==> src/rtl/poly_acc_buf_if.sv <==
// Coefficient stream bundle for poly_acc_buf: the input stream from mod_add
// and the reduced result stream toward the consumer.
// slave  : the accumulator's view.
// master : the upstream/downstream environment's view.
interface poly_acc_buf_if;
    logic        in_valid_i;
    logic        in_ready_o;
    logic [11:0] in_coeff_i;
    logic        out_valid_o;
    logic        out_ready_i;
    logic [11:0] out_coeff_o;
    logic        out_last_o;

    modport slave (
        input  in_valid_i,
        input  in_coeff_i,
        input  out_ready_i,
        output in_ready_o,
        output out_valid_o,
        output out_coeff_o,
        output out_last_o
    );

    modport master (
        output in_valid_i,
        output in_coeff_i,
        output out_ready_i,
        input  in_ready_o,
        input  out_valid_o,
        input  out_coeff_o,
        input  out_last_o
    );
endinterface

==> src/rtl/poly_acc_buf.sv <==
// poly_acc_buf: streaming accumulator that adds num_terms polynomials of
// N_COEFF coefficients each, mod 3329. The running sum lives in an internal
// buffer, and the result is streamed out over valid/ready.
//
// Optional build macro POLY_ACC_RANGE_CHECK_EN adds a sticky err_o output.
// It flags any accepted coefficient >= 3329, and folds that coefficient back
// into range by subtracting 3329 once.
//
// state  | meaning
// -------+-----------------------------------------------------------
// IDLE   | waiting for a start with a legal term count
// ACCUM  | accepting input beats, read-add-writeback into the buffer
// DRAIN  | streaming the buffer out, one coefficient per handshake

// Single conditional-subtract modular adder, for operands already in 0..3328.
module mod_add (
    input  logic [11:0] a,
    input  logic [11:0] b,
    output logic [11:0] sum
);
    localparam logic [12:0] Q = 13'd3329;

    logic [12:0] raw;

    // add, then fold back once if the sum reached the modulus
    always_comb begin
        raw = {1'b0, a} + {1'b0, b};
        sum = (raw >= Q) ? 12'(raw - Q) : raw[11:0];
    end
endmodule

module poly_acc_buf #(
    parameter int N_COEFF   = 256,  // must be a power of 2 so idx wraps by overflow
    parameter int MAX_TERMS = 4
) (
    input  logic                clk,
    input  logic                rst,
    input  logic                start_i,
    input  logic [2:0]          num_terms_i,
    poly_acc_buf_if.slave       s,
    output logic                busy_o,
    output logic                done_o
`ifdef POLY_ACC_RANGE_CHECK_EN
    ,
    output logic                err_o
`endif
);
    localparam int IDX_W = $clog2(N_COEFF);
    localparam logic [IDX_W-1:0] LAST_IDX = IDX_W'(N_COEFF - 1);

    typedef enum logic [1:0] {IDLE, ACCUM, DRAIN} state_t;

    state_t           state_q;
    state_t           state_d;
    logic [IDX_W-1:0] idx_q;
    logic [2:0]       term_q;
    logic [2:0]       num_terms_q;
    logic             done_q;
    logic [11:0]      coeff_buf [N_COEFF];

    logic             start_ok;
    logic             in_hs;
    logic             out_hs;
    logic             idx_last;
    logic             term_last;
    logic [11:0]      in_eff;
    logic [11:0]      rd_val;
    logic [11:0]      acc_sum;
    logic [11:0]      wr_val;

    assign start_ok  = start_i && (num_terms_i != 3'd0) && (num_terms_i <= 3'(MAX_TERMS));
    assign in_hs     = s.in_valid_i && (state_q == ACCUM);
    assign out_hs    = s.out_ready_i && (state_q == DRAIN);
    assign idx_last  = (idx_q == LAST_IDX);
    assign term_last = (term_q == num_terms_q - 3'd1);

`ifdef POLY_ACC_RANGE_CHECK_EN
    logic in_over;

    // fold a single out-of-range excursion back into 0..3328
    always_comb begin
        in_over = (s.in_coeff_i >= 12'd3329);
        in_eff  = in_over ? (s.in_coeff_i - 12'd3329) : s.in_coeff_i;
    end

    // sticky error, cleared only by reset or an accepted start
    always_ff @(posedge clk or posedge rst) begin
        if (rst) begin
            err_o <= 1'b0;
        end else if (state_q == IDLE && start_ok) begin
            err_o <= 1'b0;
        end else if (in_hs && in_over) begin
            err_o <= 1'b1;
        end
    end
`else
    assign in_eff = s.in_coeff_i;
`endif

    // One read port serves both the accumulate path and the drain path.
    // The two never overlap, because ACCUM and DRAIN are exclusive.
    assign rd_val = coeff_buf[idx_q];

    mod_add u_mod_add (
        .a   (rd_val),
        .b   (in_eff),
        .sum (acc_sum)
    );

    // The first term overwrites the buffer, so contents left from before
    // reset never leak into a result.
    assign wr_val = (term_q == 3'd0) ? in_eff : acc_sum;

    // buffer write-back; no reset needed since term 0 rewrites every entry
    always_ff @(posedge clk) begin
        if (in_hs) begin
            coeff_buf[idx_q] <= wr_val;
        end
    end

    // state register
    always_ff @(posedge clk or posedge rst) begin
        if (rst) begin
            state_q <= IDLE;
        end else begin
            state_q <= state_d;
        end
    end

    // next-state decode
    always_comb begin
        state_d = state_q;
        case (state_q)
            IDLE:    if (start_ok) state_d = ACCUM;
            ACCUM:   if (in_hs && idx_last && term_last) state_d = DRAIN;
            DRAIN:   if (out_hs && idx_last) state_d = IDLE;
            default: state_d = IDLE;
        endcase
    end

    // Index/term counters and done pulse. idx wraps to 0 on its own at
    // N_COEFF-1, which also leaves it at 0 on entry to DRAIN and to IDLE.
    always_ff @(posedge clk or posedge rst) begin
        if (rst) begin
            idx_q       <= '0;
            term_q      <= 3'd0;
            num_terms_q <= 3'd0;
            done_q      <= 1'b0;
        end else begin
            done_q <= (state_q == DRAIN) && out_hs && idx_last;
            case (state_q)
                IDLE: begin
                    if (start_ok) begin
                        idx_q       <= '0;
                        term_q      <= 3'd0;
                        num_terms_q <= num_terms_i;
                    end
                end
                ACCUM: begin
                    if (in_hs) begin
                        idx_q <= idx_q + 1'b1;
                        if (idx_last) begin
                            term_q <= term_q + 3'd1;
                        end
                    end
                end
                DRAIN: begin
                    if (out_hs) begin
                        idx_q <= idx_q + 1'b1;
                    end
                end
                default: ;
            endcase
        end
    end

    assign s.in_ready_o  = (state_q == ACCUM);
    assign s.out_valid_o = (state_q == DRAIN);
    assign s.out_coeff_o = (state_q == DRAIN) ? rd_val : 12'd0;
    assign s.out_last_o  = (state_q == DRAIN) && idx_last;
    assign busy_o        = (state_q != IDLE);
    assign done_o        = done_q;
endmodule

==> src/flat_wrapper.sv <==
// flat-port wrapper written by rule: the top's interface ports become plain ports
module poly_acc_buf_flat 
#(
    parameter int N_COEFF   = 256,                                                  
    parameter int MAX_TERMS = 4
)
  (clk, rst, start_i, num_terms_i, busy_o, done_o, s_in_valid_i, s_in_coeff_i, s_out_ready_i, s_in_ready_o, s_out_valid_o, s_out_coeff_o, s_out_last_o);
  poly_acc_buf_if s_i ();
  input  logic clk;
  input  logic rst;
  input  logic start_i;
  input  logic [2:0] num_terms_i;
  output logic busy_o;
  output logic done_o;
  input wire logic [$bits(s_i.in_valid_i)-1:0] s_in_valid_i;
  input wire logic [$bits(s_i.in_coeff_i)-1:0] s_in_coeff_i;
  input wire logic [$bits(s_i.out_ready_i)-1:0] s_out_ready_i;
  output wire logic [$bits(s_i.in_ready_o)-1:0] s_in_ready_o;
  output wire logic [$bits(s_i.out_valid_o)-1:0] s_out_valid_o;
  output wire logic [$bits(s_i.out_coeff_o)-1:0] s_out_coeff_o;
  output wire logic [$bits(s_i.out_last_o)-1:0] s_out_last_o;
  assign s_i.in_valid_i = s_in_valid_i;
  assign s_i.in_coeff_i = s_in_coeff_i;
  assign s_i.out_ready_i = s_out_ready_i;
  assign s_in_ready_o = s_i.in_ready_o;
  assign s_out_valid_o = s_i.out_valid_o;
  assign s_out_coeff_o = s_i.out_coeff_o;
  assign s_out_last_o = s_i.out_last_o;
  poly_acc_buf #(.N_COEFF(N_COEFF), .MAX_TERMS(MAX_TERMS)) u_core (.clk(clk), .rst(rst), .start_i(start_i), .num_terms_i(num_terms_i), .s(s_i), .busy_o(busy_o), .done_o(done_o));
endmodule
==> config.mk <==
export PLATFORM = sky130hd
export DESIGN_NAME = poly_acc_buf_flat
export DESIGN_NICKNAME = d
export VERILOG_FILES = /design/src/rtl/poly_acc_buf_if.sv /design/src/rtl/poly_acc_buf.sv /design/src/flat_wrapper.sv
export SDC_FILE = /design/constraint.sdc
export NUM_CORES = 2
export LEC_CHECK = 0
export ABC_AREA = 1
export BUFFER_PORTS_ARGS = -buffer_cell sky130_fd_sc_hd__buf_2
export CAP_MARGIN = 20
export CORE_MARGIN = 2
export CORE_UTILIZATION = 53
export CTS_BUF_LIST = sky130_fd_sc_hd__clkbuf_16
export CTS_CLUSTER_SIZE = 16
export DETAILED_ROUTE_END_ITERATION = 8
export PLACE_DENSITY = 0.68
export SLEW_MARGIN = 10
export SYNTH_ARGS = -nofsm -noshare
export SYNTH_HDL_FRONTEND = slang
export SYNTH_SLANG_ARGS = --single-unit
==> constraint.sdc <==
create_clock -name clk -period 16.9 [get_ports clk]
set_input_delay 0.845 -clock clk [delete_from_list [all_inputs] [get_ports clk]]
set_output_delay 0.845 -clock clk [all_outputs]
set_load 0.005 [all_outputs]
Word level (Yosys, flattened, before mapping)
Memory sizes are Yosys's and may differ from the RTL's.
Index checks and enable logic that the tools add are counted.
{ "classes": {"n_reduce_logical": 20, "eq_ne": 10, "muxes": 17, "div": 0, "n_mul": 0, "n_shift": 0, "n_addsub": 5, "magnitude_cmp": 2, "bitwise": 0} }
{ "op_table": {"columns": ["op", "n"], "rows": [
  ["2-to-1 mux 12 bit", 3],
  ["2-to-1 mux 8 bit", 3],
  ["one-hot mux 8 bit (3 select lines)", 1],
  ["adder 12 x 12 -> 13 bit", 1],
  [">= comparator 13 x 12 -> 1 bit, second input constant", 1],
  ["!= test 2 x 1 -> 1 bit, second input constant", 6],
  ["subtractor 12 bit, second input constant", 1],
  ["logical AND 1 bit", 10],
  ["2-to-1 mux 3 bit", 3],
  ["adder 8 x 1 -> 8 bit, second input constant", 1],
  ["equality test 8 bit, second input constant", 1],
  ["AND reduction 4 bit", 2],
  ["2-to-1 mux 2 bit", 3],
  ["one-hot mux 2 bit (3 select lines)", 1],
  ["one-hot mux 3 bit (2 select lines)", 1],
  ["nonzero test 3 bit", 2],
  ["nonzero test 2 bit", 2],
  ["adder 3 x 1 -> 3 bit, second input constant", 1],
  ["equality test 3 bit", 1],
  ["<= comparator 3 bit, second input constant", 1],
  ["zero test 3 bit", 1],
  ["AND reduction 3 bit", 1],
  ["subtractor 3 x 1 -> 3 bit, second input constant", 1],
  ["equality test 2 x 1 -> 1 bit, second input constant", 1],
  ["4 further kinds", 5]
]} }
{ "totals": {"latch_bits": 0, "mem_bits_rw": 3072, "wordCells": 60, "ff_bits": 17, "output_inout_bits": 17, "rom_bits": 0, "n_memories": 1} }
{ "mem_list": {"columns": ["name", "depth", "word_bits", "rd", "rd_ports_with_merged_regs", "write_ports", "line", "text"], "rows": [
  ["u_core.coeff_buf", 256, 12, 1, 0, 1, "poly_acc_buf.sv:59", "logic [11:0] coeff_buf [N_COEFF];"]
]} }

Longest topological paths before layout
{ "depth": {"ltp_word": 6, "mapped_depth": 37, "depth_no_buf": 32} }

Cells and area by module
Synthesis repeated with hierarchy kept, for this count alone.
{ "unflattened": {"cells_unflattened": 13318, "area_unflattened_um2": 133941.0} }
{ "modules_own_cells": {"columns": ["mod", "cells_each", "area_each_um2", "n_inst", "seq_area_each_um2"], "rows": [
  ["poly_acc_buf", 13092, 132774.8, 1, 92673.9],
  ["mod_add", 226, 1166.1, 1, 0.0]
]} }

Worst setup path after synthesis
Ideal clock, no wire load.
{ "synth_path": {"path_type": "input-to-reg", "startpoint": "input s_in_coeff_i[1]", "endpoint": "memory u_core.coeff_buf[0][1] (data pin)", "setup_slack_ps": 3895, "n_path_buf": 0, "required_ps": 14713, "arrival_ps": 10818, "stages": 2, "setup_time_ps": 2187, "path_cell_list": "inv_1 -> o21ai_0"} }
{ "synth_between": {"elab_chain_len": 4, "elab_cells_between_ends": 5, "classes_between": "2 x add/sub; 1 x order compare; 2 x mux"} }
{ "synth_lines": {"columns": ["element", "line", "text"], "rows": [
  ["from (decl)", "flat_wrapper.sv:16", "input wire logic [$bits(s_i.in_coeff_i)-1:0] s_in_coeff_i;"],
  ["adder 12 x 12 -> 13 bit", "poly_acc_buf.sv:27", "raw = {1'b0, a} + {1'b0, b};"],
  ["subtractor 12 bit / >= comparator 13 x 12 -> 1 bit (equally long branches)", "poly_acc_buf.sv:28", "sum = (raw >= Q) ? 12'(raw - Q) : raw[11:0];"],
  ["2-to-1 mux 12 bit", "poly_acc_buf.sv:28", null],
  ["2-to-1 mux 12 bit (*)", "poly_acc_buf.sv:112", "assign wr_val = (term_q == 3'd0) ? in_eff : acc_sum;"],
  ["via u_core.wr_val[1]", "poly_acc_buf.sv:69", "logic [11:0] wr_val;"],
  ["to (decl)", "poly_acc_buf.sv:59", null]
]} }
Mark *: on every way through the listed nets, which the timed path passes. The rest lies on a longest branch.

Worst setup path in the final report
{ "layout_path": {"startpoint": "register u_core.idx_q[0]", "endpoint": "memory u_core.coeff_buf[11][6] (data pin)"} }
{ "layout_between": {"elab_chain_len": 5, "elab_cells_between_ends": 6, "classes_between": "2 x add/sub; 1 x order compare; 2 x mux; 1 x memory"} }
{ "layout_lines": {"columns": ["element", "line", "text"], "rows": [
  ["from (decl)", "poly_acc_buf.sv:55", "logic [IDX_W-1:0] idx_q;"],
  ["from (signal assigned)", "poly_acc_buf.sv:161", "idx_q <= idx_q + 1'b1;"],
  ["from (signal assigned)", "poly_acc_buf.sv:169", "idx_q <= idx_q + 1'b1;"],
  ["memory read (256 x 12 bit) (*)", null, null],
  ["adder 12 x 12 -> 13 bit (*)", "poly_acc_buf.sv:27", null],
  ["subtractor 12 bit / >= comparator 13 x 12 -> 1 bit (equally long branches)", "poly_acc_buf.sv:28", null],
  ["2-to-1 mux 12 bit (*)", "poly_acc_buf.sv:28", null],
  ["2-to-1 mux 12 bit (*)", "poly_acc_buf.sv:112", null],
  ["via u_core.wr_val[6]", "poly_acc_buf.sv:69", null]
]} }
Marks and branches as above.

==> run metrics <==
status finished, violations left; failing checks max-slew violations; CP peak stage delay between 0.9 and 1 ns; drt initial violations around 12k; DR DRC count 0; clock period minus final worst setup slack around 11 ns; Synth Instances ~9.8k; combinational share of power between 30 and 40%; top-area cell type share of the netlist area about three quarters; final RePlAce weighted congestion between 0.9 and 1; final worst-path cycle share between 60 and 70%; Least-Margin Pin Slew around 1.6 ns; die height a little under 500 µm; Hold Path Class in2async; RSZ-0062 raised after global routing false; largest net degree at the start of global routing 295; Slew HR -5.223%; worst reg2reg startpoint u_core.idx_q[0]; Sw Pwr roughly 9.7 mW; Clock Tree Root clkbuf_16; commonest cells after routing, fill and taps aside 3,072 x edfxtp_1, 1,997 x nor2_1, 1,556 x o21ai_0, 1,181 x nand2_1, 650 x o22ai_1; htree depth 5; Post-DRT Antenna Nets 0; Post-layout nets around 9.9k; vias 82.61k; CTS buffer count roughly 320; Clk Latency, worst-skew pair between 0.9 and 1 ns; Final Hold Fails 0; crit-path max FO between 200 and 300; setup TNS 0 ns; Initial Utilization 53.20%; TritonCTS clock tree done; internal power 17.25 mW; Synthesized Nets 9,876; routed vias/inst around 6.3; post-DP HPWL ~200,000 µm; slowest CP cell o21ai_0; Worst R2R End u_core.coeff_buf[11][6]; CTS max path bufs 4; CTS sink count just over 3k; reg-to-reg setup timing slack about 6.3 ns; critical path type reg2reg; switching portion of total power between 30% and 40%; first-pass GRT wire length roughly 520,000 µm; # resized after CTS 0; drt total wl 358,100 µm; share of cells above drive strength 1 roughly 8.9%; sequential share of power approximately 44%; largest cells by area after synthesis edfxtp_1 75%, o21ai_0 6.3%, nor2_1 6.3%, nand2_1 3.6%, o22ai_1 3.3%; maxcap violations 0; Top FF cell, synth edfxtp_1; Critical Path AT 11.21 ns; Synth cell types 43; total congestion overflow 0; Synth Warn # 0; post-synthesis async set-or-reset flop share less than 1%; power consumption between 20 and 30 mW; FP Rows 177; Crit path buffers/inverters 6; power per cell area between 150 and 200 nW/µm²; Setup Skew roughly 0.073 ns; Post-synth EDFFs slightly above 3k; CTS Hold Buffers Added 0; Max Slew Vio Count about 120; DIE WIDTH about 490 µm; Area growth syn-to-layout 11.44%; post-synthesis sequential area ratio roughly 75%; Worst path top cell family by delay simple AND/OR/NAND/NOR gates; Buffers on Ports 36; fmax between 90 and 100 MHz; WL/cell approximately 27 µm; mapped cell area between 100,000 and 150,000 µm²; Die ar. approximately 240,000 µm²; Final setup viols 0; commonest non-fill, non-tap cell in the layout edfxtp_1; R2R depth 29; Synth area leader edfxtp_1; Finished Core Util between 50% and 60%; Tot GR Track Use just under 30%; post-CTS setup-driven buffer insertion count 0; total core area about 230,000 µm²; vias in the first global route roughly 77k; I/O Pins 37; CP endpoint kind register; WP data required about 18 ns; DRT Pass-1 Iters 6; #FFs+latches synth roughly 3k; most frequent CP cell nand2_1; Max VDD drop roughly 0.27 mV; Lkg Pwr 45.85 nW; initial antenna violation count 18; Critical Path Source Type register; Clk pwr share approximately a quarter; syn_area_per_cell between 10 and 15 µm²; clk slew on worst S/H paths about 0.060 ns
## layer usage
layer	global-route usage, %	wire (µm)	part of all wire, %
met5	0	70	0.020
met4	13.39	17060	4.8
met3	6.673	42670	12
met2	45.12	163600	46
met1	40.71	134700	38
## power by group through the flow
stage / logic [mW] / registers (mW) / clock network, mW
after floorplan: 4.81 / 13.0 / 0
after global placement: 7.82 / 12.0 / 0
after detailed placement: 8.04 / 12.0 / 0
after CTS: 8.07 / 11.8 / 6.89
after global routing: 8.92 / 11.8 / 7.17
final: 8.28 / 11.8 / 6.86
## Yosys cell counts, types with 17 or more instances
cell type	count
a21oi_1	57
buf_1	25
buf_2	266
buf_4	45
buf_6	49
clkbuf_1	257
dfrtp_1	17
edfxtp_1	3072
ha_1	26
inv_1	107
nand2_1	1192
nand3_1	81
nand4_1	97
nor2_1	2062
o21ai_0	1558
o21ai_1	167
o22ai_1	650
## stage by stage
step / setup WS, ns / instance area [µm²] / std cells / hold WS (ns)
final: 6.308 / 137700 / 13161 / 0.06393
after global routing: 6.166 / 137700 / 13155 / 0.1116
after CTS: 6.523 / 137500 / 13137 / 0.08440
after detailed placement: 6.549 / 127400 / 12585 / 0.5207
after global placement: 6.622 / 127200 / 12567 / 0.5145
after floorplan: 3.895 / 123600 / 9829 / 0.4889
## layout make-up
class	count	area, µm²
Multi-Input combinational cell	5975	27550
Fill cell	17525	94580
Clock buffer	325	8133
Sequential cell	3089	92680
Antenna cell	9	22.52
Inverter	122	499.2
Tap cell	3043	3807
Clock inverter	227	1922
Timing Repair Buffer	371	3114
## flip-flops by register name, indices dropped and copies added, names as in the netlist
name,count
u_core.coeff_buf,3072
u_core.done_o,1
u_core.idx_q,8
u_core.num_terms_q,3
u_core.state_q,2
u_core.term_q,3
## worst max-delay path by stage
stage,start,cells past startpoint,slack [ns],endpoint
4_1_cts,u_core.idx_q[1],34,6.52,u_core.coeff_buf[11][6]
2_1_floorplan,s_in_coeff_i[1],2,3.89,u_core.coeff_buf[0][1]
6_report,u_core.idx_q[0],29,6.31,u_core.coeff_buf[11][6]
3_3_place_gp,u_core.idx_q[1],34,6.62,u_core.coeff_buf[228][6]
3_5_place_dp,u_core.idx_q[1],34,6.55,u_core.coeff_buf[228][6]
5_1_grt,u_core.idx_q[0],29,6.17,u_core.coeff_buf[12][6]
## logic make-up (layout without fill, tap and decap cells)
logic type | Yosys count | after routing | share of synthesized area (%)
compound gates | 2471 | 2471 | 10.75
xor+xnor | 7 | 7 | 0.04961
fa+ha+maj | 27 | 27 | 0.2794
buf+inv | 765 | 1045 | 3.046
flops | 3089 | 3089 | 74.99
other cells | 0 | 9 | 0
simple gates | 3470 | 3470 | 10.89
Power figures use the tool's default switching activity.
